## src/rtl/csi_raw10_unpacker.sv

```systemverilog
// CSI-2 RAW10 payload unpacker: turns a 2-byte/cycle line stream into 4-pixel groups
// with line/frame markers and a per-line pixel count.
module csi_raw10_unpacker #(
    parameter int IN_STREAM_WIDTH   = 16,
    parameter int PIXEL_COUNT_WIDTH = 16
) (
    input  logic                         rxbyteclkhs,
    input  logic                         reset,
    input  logic [IN_STREAM_WIDTH-1:0]   in_stream,
    input  logic                         in_stream_valid,
    input  logic                         frame_active,
    input  logic                         last_packet,
    output logic [39:0]                  pixels,
    output logic                         pixels_valid,
    output logic                         line_start,
    output logic                         line_end,
    output logic                         frame_end,
    output logic                         partial_group,
    output logic [PIXEL_COUNT_WIDTH-1:0] line_pixels
);

    localparam logic [PIXEL_COUNT_WIDTH-1:0] COUNT_MAX  = '1;
    localparam logic [PIXEL_COUNT_WIDTH-1:0] COUNT_STEP = PIXEL_COUNT_WIDTH'(4);

    logic [2:0]                   phase;
    logic [7:0]                   held_0, held_1, held_2, held_3;
    logic                         prev_valid;
    logic                         lp_latch;
    logic                         emitted;
    logic [PIXEL_COUNT_WIDTH-1:0] pixel_count;

    logic [7:0]  lo_byte, hi_byte;
    logic        word_ok, line_done, emit;
    logic [39:0] group;
    logic [PIXEL_COUNT_WIDTH-1:0] count_next;

    assign lo_byte   = in_stream[7:0];
    assign hi_byte   = in_stream[15:8];
    assign word_ok   = frame_active & in_stream_valid;
    assign line_done = frame_active & ~in_stream_valid & prev_valid;

    // Phase 2 closes group A with the LSB byte in the low half; phase 4 closes
    // group B with P4's MSB in the low half and the LSB byte in the high half.
    always_comb begin
        emit  = 1'b0;
        group = '0;
        if (word_ok && phase == 3'd2) begin
            emit  = 1'b1;
            group = {held_3, lo_byte[7:6], held_2, lo_byte[5:4],
                     held_1, lo_byte[3:2], held_0, lo_byte[1:0]};
        end else if (word_ok && phase == 3'd4) begin
            emit  = 1'b1;
            group = {lo_byte, hi_byte[7:6], held_2, hi_byte[5:4],
                     held_1, hi_byte[3:2], held_0, hi_byte[1:0]};
        end
    end

    always_comb begin
        if (pixel_count > COUNT_MAX - COUNT_STEP) count_next = COUNT_MAX;
        else                                      count_next = pixel_count + COUNT_STEP;
    end

    always_ff @(posedge rxbyteclkhs or posedge reset) begin
        if (reset) begin
            phase         <= 3'd0;
            held_0        <= 8'd0;
            held_1        <= 8'd0;
            held_2        <= 8'd0;
            held_3        <= 8'd0;
            prev_valid    <= 1'b0;
            lp_latch      <= 1'b0;
            emitted       <= 1'b0;
            pixel_count   <= '0;
            pixels        <= '0;
            pixels_valid  <= 1'b0;
            line_start    <= 1'b0;
            line_end      <= 1'b0;
            frame_end     <= 1'b0;
            partial_group <= 1'b0;
            line_pixels   <= '0;
        end else begin
            pixels_valid  <= 1'b0;
            line_start    <= 1'b0;
            line_end      <= 1'b0;
            frame_end     <= 1'b0;
            partial_group <= 1'b0;
            if (!frame_active) begin
                phase       <= 3'd0;
                held_0      <= 8'd0;
                held_1      <= 8'd0;
                held_2      <= 8'd0;
                held_3      <= 8'd0;
                prev_valid  <= 1'b0;
                lp_latch    <= 1'b0;
                emitted     <= 1'b0;
                pixel_count <= '0;
            end else begin
                prev_valid <= in_stream_valid;
                if (in_stream_valid) begin
                    lp_latch <= lp_latch | last_packet;
                    phase    <= (phase == 3'd4) ? 3'd0 : phase + 3'd1;
                    case (phase)
                        3'd0: begin held_0 <= lo_byte; held_1 <= hi_byte; end
                        3'd1: begin held_2 <= lo_byte; held_3 <= hi_byte; end
                        3'd2: held_0 <= hi_byte;
                        3'd3: begin held_1 <= lo_byte; held_2 <= hi_byte; end
                        default: ;
                    endcase
                    if (emit) begin
                        pixels       <= group;
                        pixels_valid <= 1'b1;
                        line_start   <= ~emitted;
                        emitted      <= 1'b1;
                        pixel_count  <= count_next;
                    end
                end else if (line_done) begin
                    // Close the line: publish the count and drop any half-built group.
                    line_end      <= 1'b1;
                    frame_end     <= lp_latch;
                    partial_group <= (phase != 3'd0);
                    line_pixels   <= pixel_count;
                    pixel_count   <= '0;
                    lp_latch      <= 1'b0;
                    emitted       <= 1'b0;
                    phase         <= 3'd0;
                    held_0        <= 8'd0;
                    held_1        <= 8'd0;
                    held_2        <= 8'd0;
                    held_3        <= 8'd0;
                end
            end
        end
    end

endmodule
```

## config.mk

```make
export PLATFORM = sky130hd
export DESIGN_NAME = csi_raw10_unpacker
export DESIGN_NICKNAME = d
export VERILOG_FILES = /design/src/rtl/csi_raw10_unpacker.sv
export SDC_FILE = /design/constraint.sdc
export NUM_CORES = 1
export LEC_CHECK = 0
export BUFFER_PORTS_ARGS = -buffer_cell sky130_fd_sc_hd__buf_2
export CAP_MARGIN = 30
export CORE_MARGIN = 1
export CORE_UTILIZATION = 51
export CTS_CLUSTER_SIZE = 30
export DETAILED_ROUTE_END_ITERATION = 10
export PLACE_DENSITY = 0.74
export SLEW_MARGIN = 20
export SYNTH_ARGS = -nofsm -noshare
export SYNTH_HDL_FRONTEND = slang
export SYNTH_SLANG_ARGS = --single-unit
```

## constraint.sdc

```tcl
create_clock -name rxbyteclkhs -period 3.45 [get_ports rxbyteclkhs]
set_clock_uncertainty 0.15 [all_clocks]
set_input_delay 0.345 -clock rxbyteclkhs [delete_from_list [all_inputs] [get_ports rxbyteclkhs]]
set_output_delay 0.345 -clock rxbyteclkhs [all_outputs]
set_load 0.005 [all_outputs]
```

== After elaboration in Yosys (flattened, before gate mapping) ==
Cells that the tools add are included.

* Bits in registers: 115
* Output and inout port bits: 61

* Equal/unequal tests: 10
* Add/sub/neg operators: 2
* Reductions and logical operators: 11
* Multiplexer cells: 48
* Magnitude comparators: 1
* Bitwise gates (word level): 6

{| class="wikitable"
|+ Operators with widths
! cell !! number
|-
| 2-to-1 mux 16 bit || 5
|-
| 2-to-1 mux 40 bit || 2
|-
| 2-to-1 mux 8 bit || 10
|-
| case mux 8 bit (2 select lines) || 3
|-
| 2-to-1 mux 1 bit || 24
|-
| adder 16 x 3 -> 16 bit (second input constant) || 1
|-
| greater-than comparator 16 bit (second input constant) || 1
|-
| 2-to-1 mux 3 bit || 4
|-
| inequality test 4 x 2 -> 1 bit (second input constant) || 3
|-
| AND reduction 2 bit || 5
|-
| inequality test 3 x 2 -> 1 bit (second input constant) || 3
|-
| == test 3 x 2 -> 1 bit (second input constant) || 2
|-
| AND reduction 3 bit || 2
|-
| adder 3 x 1 -> 3 bit (second input constant) || 1
|-
| bitwise AND 1 bit || 3
|-
| == test 3 x 1 -> 1 bit (second input constant) || 1
|-
| == test 3 bit (second input constant) || 1
|-
| zero test 3 bit || 1
|-
| nonzero test 3 bit || 1
|-
| logical AND 1 bit || 2
|-
| inverter 1 bit || 2
|-
| bitwise OR 1 bit || 1
|}

== Depth between registers and ports, before layout ==
Gate-level depths: netlist of run 1.

* Word-level depth: 7
* Mapped depth: 10
* Depth with buffers taken out: 7

== Worst setup path after synthesis of run 1 ==
OpenSTA, ideal clock, no wires.

* Path kind: register -> register
* From: register phase[0]
* To: register pixel_count[13]
* Cell stages (with the launch flop): 9
* Path slack: 1.244 ns
* Data arrival time: 1.927 ns
* Required time: 3.171 ns
* Library setup time: 0.129 ns
* Period minus slack after synthesis: 2.206 ns
* Cells stage by stage: dfrtp_1 -> inv_1 -> ha_1 -> nand2_1 -> a31o_1 -> buf_6 -> and2_4 -> buf_6 -> a2111o_1

* Cells in the longest elaborated chain, start to end: 6

{| class="wikitable"
|+ Ends and longest elaborated chain
! what !! line !! source
|-
| start, declared || 25 || <nowiki>logic [2:0] phase;</nowiki>
|-
| start signal, assigned || 101 || <nowiki>phase <= (phase == 3'd4) ? 3'd0 : phase + 3'd1;</nowiki>
|-
| == test 3 bit || 51 || <nowiki>end else if (word_ok && phase == 3'd4) begin</nowiki>
|-
| logical AND 1 bit || 51 ||
|-
| 2-to-1 mux 1 bit || 51 ||
|-
| 2-to-1 mux 1 bit * || 47 || <nowiki>if (word_ok && phase == 3'd2) begin</nowiki>
|-
| inequality test 3 x 2 -> 1 bit (no line) * || -- ||
|-
| AND reduction 2 bit (no line) * || -- ||
|-
| end signal, assigned || 114 || <nowiki>pixel_count <= count_next;</nowiki>
|-
| end, declared || 30 || <nowiki>logic [PIXEL_COUNT_WIDTH-1:0] pixel_count;</nowiki>
|}

Every way passes the cells marked *; elsewhere a longest branch is shown, timed or not.
A chain may end at the register's enable or synchronous reset.

== Worst setup path after layout of run 1 ==
* From: register phase[0]
* To: register pixel_count[14]

The elaborated chain is that of the path after synthesis.

==> flow_summary.ini, run 1 <==
[cells_and_area]
diodes = 0
nFillCells = 792
drive_gt1_share_pct = 25.3
design_area_sq_um = 6210
syn2layout_area_growth_pct = 21.7
layout.nets = 582

[global_route]
track_usage_pct = 25.0
grt_max_degree = 76
grt_pass1_vias = 3783
grt_pass1_wl_microns = 19300
antenna_found_initial = 0
grt_overflow = 0

[synthesis]
ys_warn_count = 0
synthDominantCellAreaShare_pct = 55.4
synth_top_area_cell = dfrtp_1
ys_seq_area_share_pct = 55.4
ys_seq_elements = 113
synth_nets = 498
avgSynthCellArea_sq_um = 10.9
synth_area_sq_um = 5100
synth_area_leaders = dfrtp_1 55%, nand2_1 7.1%, mux2i_1 6.5%
netlist_instances = 470
synth_edf_count = 0
ys_async_sr_fraction_pct = 100
ys.flop_type = dfrtp_1
synth_cell_types = 46

[cts]
cts_tree = done
clk_pin_slew_ns = 0.05
cts_sinks = 113
postCtsSetupBuffers = 0
numCtsBuffers = 17
htree_levels = 4
clock_latency_ns = 0.51
clk_path_buf_depth = 2
cts_root_buf = clkbuf_8

[hold_path]
hold_depth = 3
hp-start = last_packet
worstHoldPathType = input pin to register
hold_end = lp_latch

[critical_path]
slowest_stage = buf_4
critical-path-top-delay-family = compound AO/OA/AOI/OAI gates
r2r_end = pixel_count[14]
start_kind = register
cpPeakStageDelay_ns = 0.46
crit_buf_inv = 2
worstPathRequired_ns = 3.69
critPathKind = register to register
r2r_slack_ns = 0.77
cp_max_fo = 55
r2r.worst_path.cells = 7
crit_chain = inv_1 > ha_1 > nand2_1 > a21o_1 > buf_4 > nor3_1 > a2111o_1
crit_arrival_ns = 2.92
crit_path_end_kind = register
r2r-start = phase[0]

[floorplanning]
initial_core_util_pct = 52.5
die_width_microns = 102
dieArea_sq_um = 10400
die_h_microns = 102
core_area_sq_um = 9730
num_io_pins = 82
rows = 36

[routing]
finalWirelength_microns = 12000
wire_per_inst_microns = 17.1
viasPerCell = 5.59
drtPass1Iterations = 5
antenna_left = 0
drc = 0
vias = 3906
drt-initial-drc-count = 221

[place]
dpl-instance-area_sq_um = 5570
io_buffers = 81
pre_cts_ws_ns = 0.769
gp_congestion = 0.865
hpwl_microns = 7750

[pwr]
p_seq_share_pct = 43.7
ir_worst_vdd_v = 0.000342
clkPwrFrac_pct = 44.6
leakagePower_nw = 3.30
p_int_mw = 2.62
netSwitchingFraction_pct = 25.8
power.switching_mw = 0.914
power_frac_comb_pct = 11.6
power.density_nw_per_um2 = 569
total_power_mw = 3.54

[flow_run]
cap_violations = 0

[timing]
fin_ws_ns = 0.766
holdWs_ns = 0.0202
worst_slew_pin_slew_ns = 0.838
finalHoldViolations = 0
finalMaxSlewViolations = 0
fmax_mhz = 373
fin_crit_sh_pct = 77.8
max-slew-margin-rel_pct = 44.0
min_period_ns = 2.68
rsz0062_at_grt = false
tns_ns = 0
setup_viol = 0

[outcome]
status = completed
[power by group through the flow]
stage / logic (mW) / registers [mW] / clock network, mW
2_1_floorplan: 0.209 / 1.55 / 0
3_3_place_gp: 0.390 / 1.56 / 0
3_5_place_dp: 0.402 / 1.56 / 0
4_1_cts: 0.415 / 1.55 / 1.59
5_1_grt: 0.468 / 1.56 / 1.66
6_report: 0.412 / 1.55 / 1.58
[metrics by stage]
step	utilization, %	cells
after floorplan	-	470
after global placement	57.2	658
after detailed placement	57.2	658
after CTS	63.6	698
after global routing	63.9	699
final	63.9	699
[registers in the layout, indices dropped and copies added, names as in the netlist, 3 cells and up]
signal and flops:
phase 3, pixels 40, held_2 8, pixel_count 15, held_1 8, held_3 8, line_pixels 15, held_0 8
[cell type report]
class	instances	area [sq um]	area share, %
flip-flops and latches	113	2830	45.5
clock buffers	20	445	7.17
well taps	133	166	2.68
inverters	10	41.3	0.665
repair buffers	95	558	8.98
multi-input cells	317	2080	33.5
clock inverters	11	90.1	1.45
[Yosys cell counts, drive strengths merged (3+ instances only)]
cell type and n:
a22o 21, o2bb2ai 10, nor2 26, buf 16, a21oi 7, a31oi 3
nand2 97, mux2 29, mux2i 33, nor2b 5, o22ai 12, a2111o 3
and3 8, o21ai 17, inv 10, nand3 6, and2 3, ha 7
dfrtp 113, clkbuf 14, nand4 4, nor3 5
[worst register-to-register path, cell delays in order (launching register included)]
cell      delay (ns)
dfrtp_1         0.39
inv_1           0.13
ha_1            0.27
nand2_1         0.30
a21o_1          0.21
buf_4           0.46
nor3_1          0.23
a2111o_1        0.43
[worst max path at each step]
stage	startpoint	to	cells past startpoint
after floorplan	phase[0]	pixel_count[13]	8
after global placement	frame_active	pixel_count[15]	6
after detailed placement	frame_active	pixel_count[14]	6
after CTS	phase[0]	pixel_count[14]	7
after global routing	phase[0]	pixel_count[14]	7
final	phase[0]	pixel_count[14]	7
[placed cells by master, fill, tap and decap left out, drive strengths merged, types with 3 or more instances in the layout]
cell type    instances
a21oi                7
clkinv               6
clkinvlp             5
nand4                4
nor3                 5
and3                 8
nor2b                5
ha                   7
o2bb2ai             10
nand2               97
o22ai               12
a31oi                3
buf                 86
a22o                21
and2                 3
dfrtp              113
o21ai               17
nand3                6
nor2                26
inv                  9
mux2                29
mux2i               33
a2111o               3
clkbuf              20
dlygate4sd3          9
[repair_timing]
item | in CTS | in global routing
hold buffers | 9 | 0
gates resized for setup | 0 | 0
endpoints found under the hold margin | 46 | 0
[cell families (layout without fill, tap and decap cells)]
logic type               after synthesis  count (layout)  share of synthesized area [%]
adder cells (fa/ha/maj)                7               7                           1.72
multiplexers                          62              62                           12.9
buffers and inverters                 40             136                           3.80
flip-flops                           113             113                           55.4
AO/OA/AOI/OAI                         86              86                           12.4
AND/OR/NAND/NOR                      162             162                           13.9
[routing by layer]
metal,routed length (microns),up-vias,GRT usage (%)
met5,0,-,0
met4,165,0,8.46
met2,6070,130,41.6
li1,-,1821,-
met3,595,16,6.84
met1,5140,1939,31.6
Note: power is estimated with default switching activity, not from simulation.
==> run 2, diff against run 1 <==
- ABC_AREA: unset -> 1
- CORE_UTILIZATION: 51 -> 56
- PLACE_DENSITY: 0.74 -> 0.77
- clock period: 3.45 -> 2.6 ns (I/O delays scaled with it)
==> flow_summary.ini, run 2 <==
[routing]
viasPerCell = 5.53
drtPass1Iterations = 7
finalWirelength_microns = 12700
antenna_left = 0
vias = 4438
wire_per_inst_microns = 15.8
drc = 0
drt-initial-drc-count = 366

[cells_and_area]
utilization_pct = 73.2
drive_gt1_share_pct = 20.0
diodes = 0
largest_reg_flops = 40
final_cell_mix = 169 x nand2_1, 113 x dfrtp_1, 81 x buf_2
fin_cells = 802
largest-register = pixels
nFillCells = 620
ff_latch_area_sq_um = 2830
design_area_sq_um = 6380
reg.largest.list = pixels x40, line_pixels x15, pixel_count x15
syn2layout_area_growth_pct = 26.5
layout.nets = 709
multi_input_area_sq_um = 1830
mostFrequentLayoutCell = nand2_1

[floorplanning]
die_width_microns = 96.9
initial_core_util_pct = 57.9
die_h_microns = 96.9
dieArea_sq_um = 9400
rows = 34
num_io_pins = 82
core_area_sq_um = 8720

[synthesis]
synth_top_area_cell = dfrtp_1
ys_warn_count = 0
synth_xor_area_share_pct = 0.868
synthDominantCellAreaShare_pct = 56.0
synth_area_sq_um = 5050
yosys-top-cells-count = 169 x nand2_1, 113 x dfrtp_1, 75 x o21ai_0
synth_cell_types = 25
synth_top_family_by_area = simple AND/OR/NAND/NOR gates
synth_mux_area_share_pct = 0
avgSynthCellArea_sq_um = 8.79
synth_fa_ha_area_share_pct = 1.74
synth_area_leaders = dfrtp_1 56%, nand2_1 13%, o21ai_0 7.4%
synth_compound_area_share_pct = 15.9
synth.most_common_cell = nand2_1
synth_nets = 602
ys_async_sr_fraction_pct = 100
synth_edf_count = 0
netlist_instances = 574
ys.flop_type = dfrtp_1
ys_seq_elements = 113
synthSimpleGateAreaFrac_pct = 17.5
ys_seq_area_share_pct = 56.0

[critical_path]
cp_max_fo = 28
crit_end = pixels[0]
r2r_slack_ns = 0.27
r2r-start = phase[0]
timing.critical_path.from = phase[0]
crit_arrival_ns = 2.60
start_kind = register
crit_path_end_kind = register
r2r.worst_path.cells = 10
r2r_end = pixels[0]
worstPathRequired_ns = 2.87
critPathKind = register to register

[cts]
cts_sinks = 113
clk_path_buf_depth = 2
clk_pin_slew_ns = 0.06
cts_root_buf = clkbuf_8
htree_levels = 4
numCtsBuffers = 17
cts_tree = done
clock_latency_ns = 0.51

[place]
dpl-instance-area_sq_um = 5530
hpwl_microns = 7900
io_buffers = 81
gp_congestion = 0.895
placed_cells = 749
pre_cts_ws_ns = 0.211

[timing]
worst_slew_pin_slew_ns = 0.696
rsz0062_at_grt = false
tns_ns = 0
holdWs_ns = 0.0579
setup_viol = 0
fin_ws_ns = 0.268
fmax_mhz = 429
max-slew-margin-rel_pct = 53.6
finalMaxSlewViolations = 0
min_period_ns = 2.33
fin_crit_sh_pct = 89.7
finalHoldViolations = 0

[pwr]
ir_worst_vdd_v = 0.000522
power.density_nw_per_um2 = 801
total_power_mw = 5.11
leakagePower_nw = 3.25

[global_route]
antenna_found_initial = 0
grt_pass1_vias = 4402
track_usage_pct = 27.7
grt_max_degree = 114
grt_overflow = 0
grt_pass1_wl_microns = 20600

[hold_path]
hold_depth = 3
hp-start = frame_active
worstHoldPathType = input pin to register

[outcome]
status = completed

[flow_run]
cap_violations = 0
[run 2: changes by cell type in the layout (fill, tap and decap cells not counted), moves of 15 or more]
cell and change:
o21ai_0 +70, mux2i_1 -33, a21oi_1 +15, nand2_1 +72
a22o_1 -21, o211ai_1 +21, inv_1 +52, mux2_2 -21
[run 2: cell families (layout without fill, tap and decap cells)]
group,after synthesis,in the layout
compound gates,143,143
simple gates,216,217
buf+inv,90,209
fa+ha+maj,7,7
flops,113,113
xor+xnor,5,5
[run 2: layer usage]
layer	share of wire, %	GRT usage, %
met4	2.9	13.5
met5	0	0
met2	51	46.6
met1	39	33.4
met3	6.3	6.72
[run 2: repair_timing]
| item | CTS | global route |
|---|---|---|
| buffers inserted | 0 | 0 |
| endpoints found under the hold margin | 159 | 0 |
| setup endpoints to repair | 0 | 12 |
| gates resized for setup | 0 | 1 |
| hold buffers | 20 | 0 |
[run 2: how the worst min path moves through the flow]
stage / endpoint / slack (ns)
after floorplan: line_end / 0.19
after global placement: line_start / 0.28
after detailed placement: line_start / 0.29
after CTS: prev_valid / 0.04
after global routing: prev_valid / 0.07
final: prev_valid / 0.06
[run 2: worst max-delay path, stage by stage (launching register included)]
cell	delay, ns
dfrtp_1	0.40
inv_1	0.14
ha_1	0.22
inv_1	0.09
nor2_4	0.08
nand2_4	0.08
inv_2	0.07
nor2_4	0.41
buf_4	0.38
nand2_1	0.12
o221ai_1	0.10
[run 2: cell type report]
cell class | instances | area share, %
clock buffer | 17 | 6.49
clock inverter | 15 | 3.61
inverter | 67 | 4.00
multi-input combinational | 372 | 28.7
sequential | 113 | 44.3
tap | 108 | 2.12
timing repair buffer | 110 | 10.7
[run 2: where the power goes]
part	switching (mW)	internal (mW)	total, mW	leakage, nW
Sequential	0.101	1.94	2.04	1.53
Clock	0.841	1.66	2.50	0.305
Combinational	0.320	0.248	0.568	1.42
Total	1.26	3.85	5.11	3.25
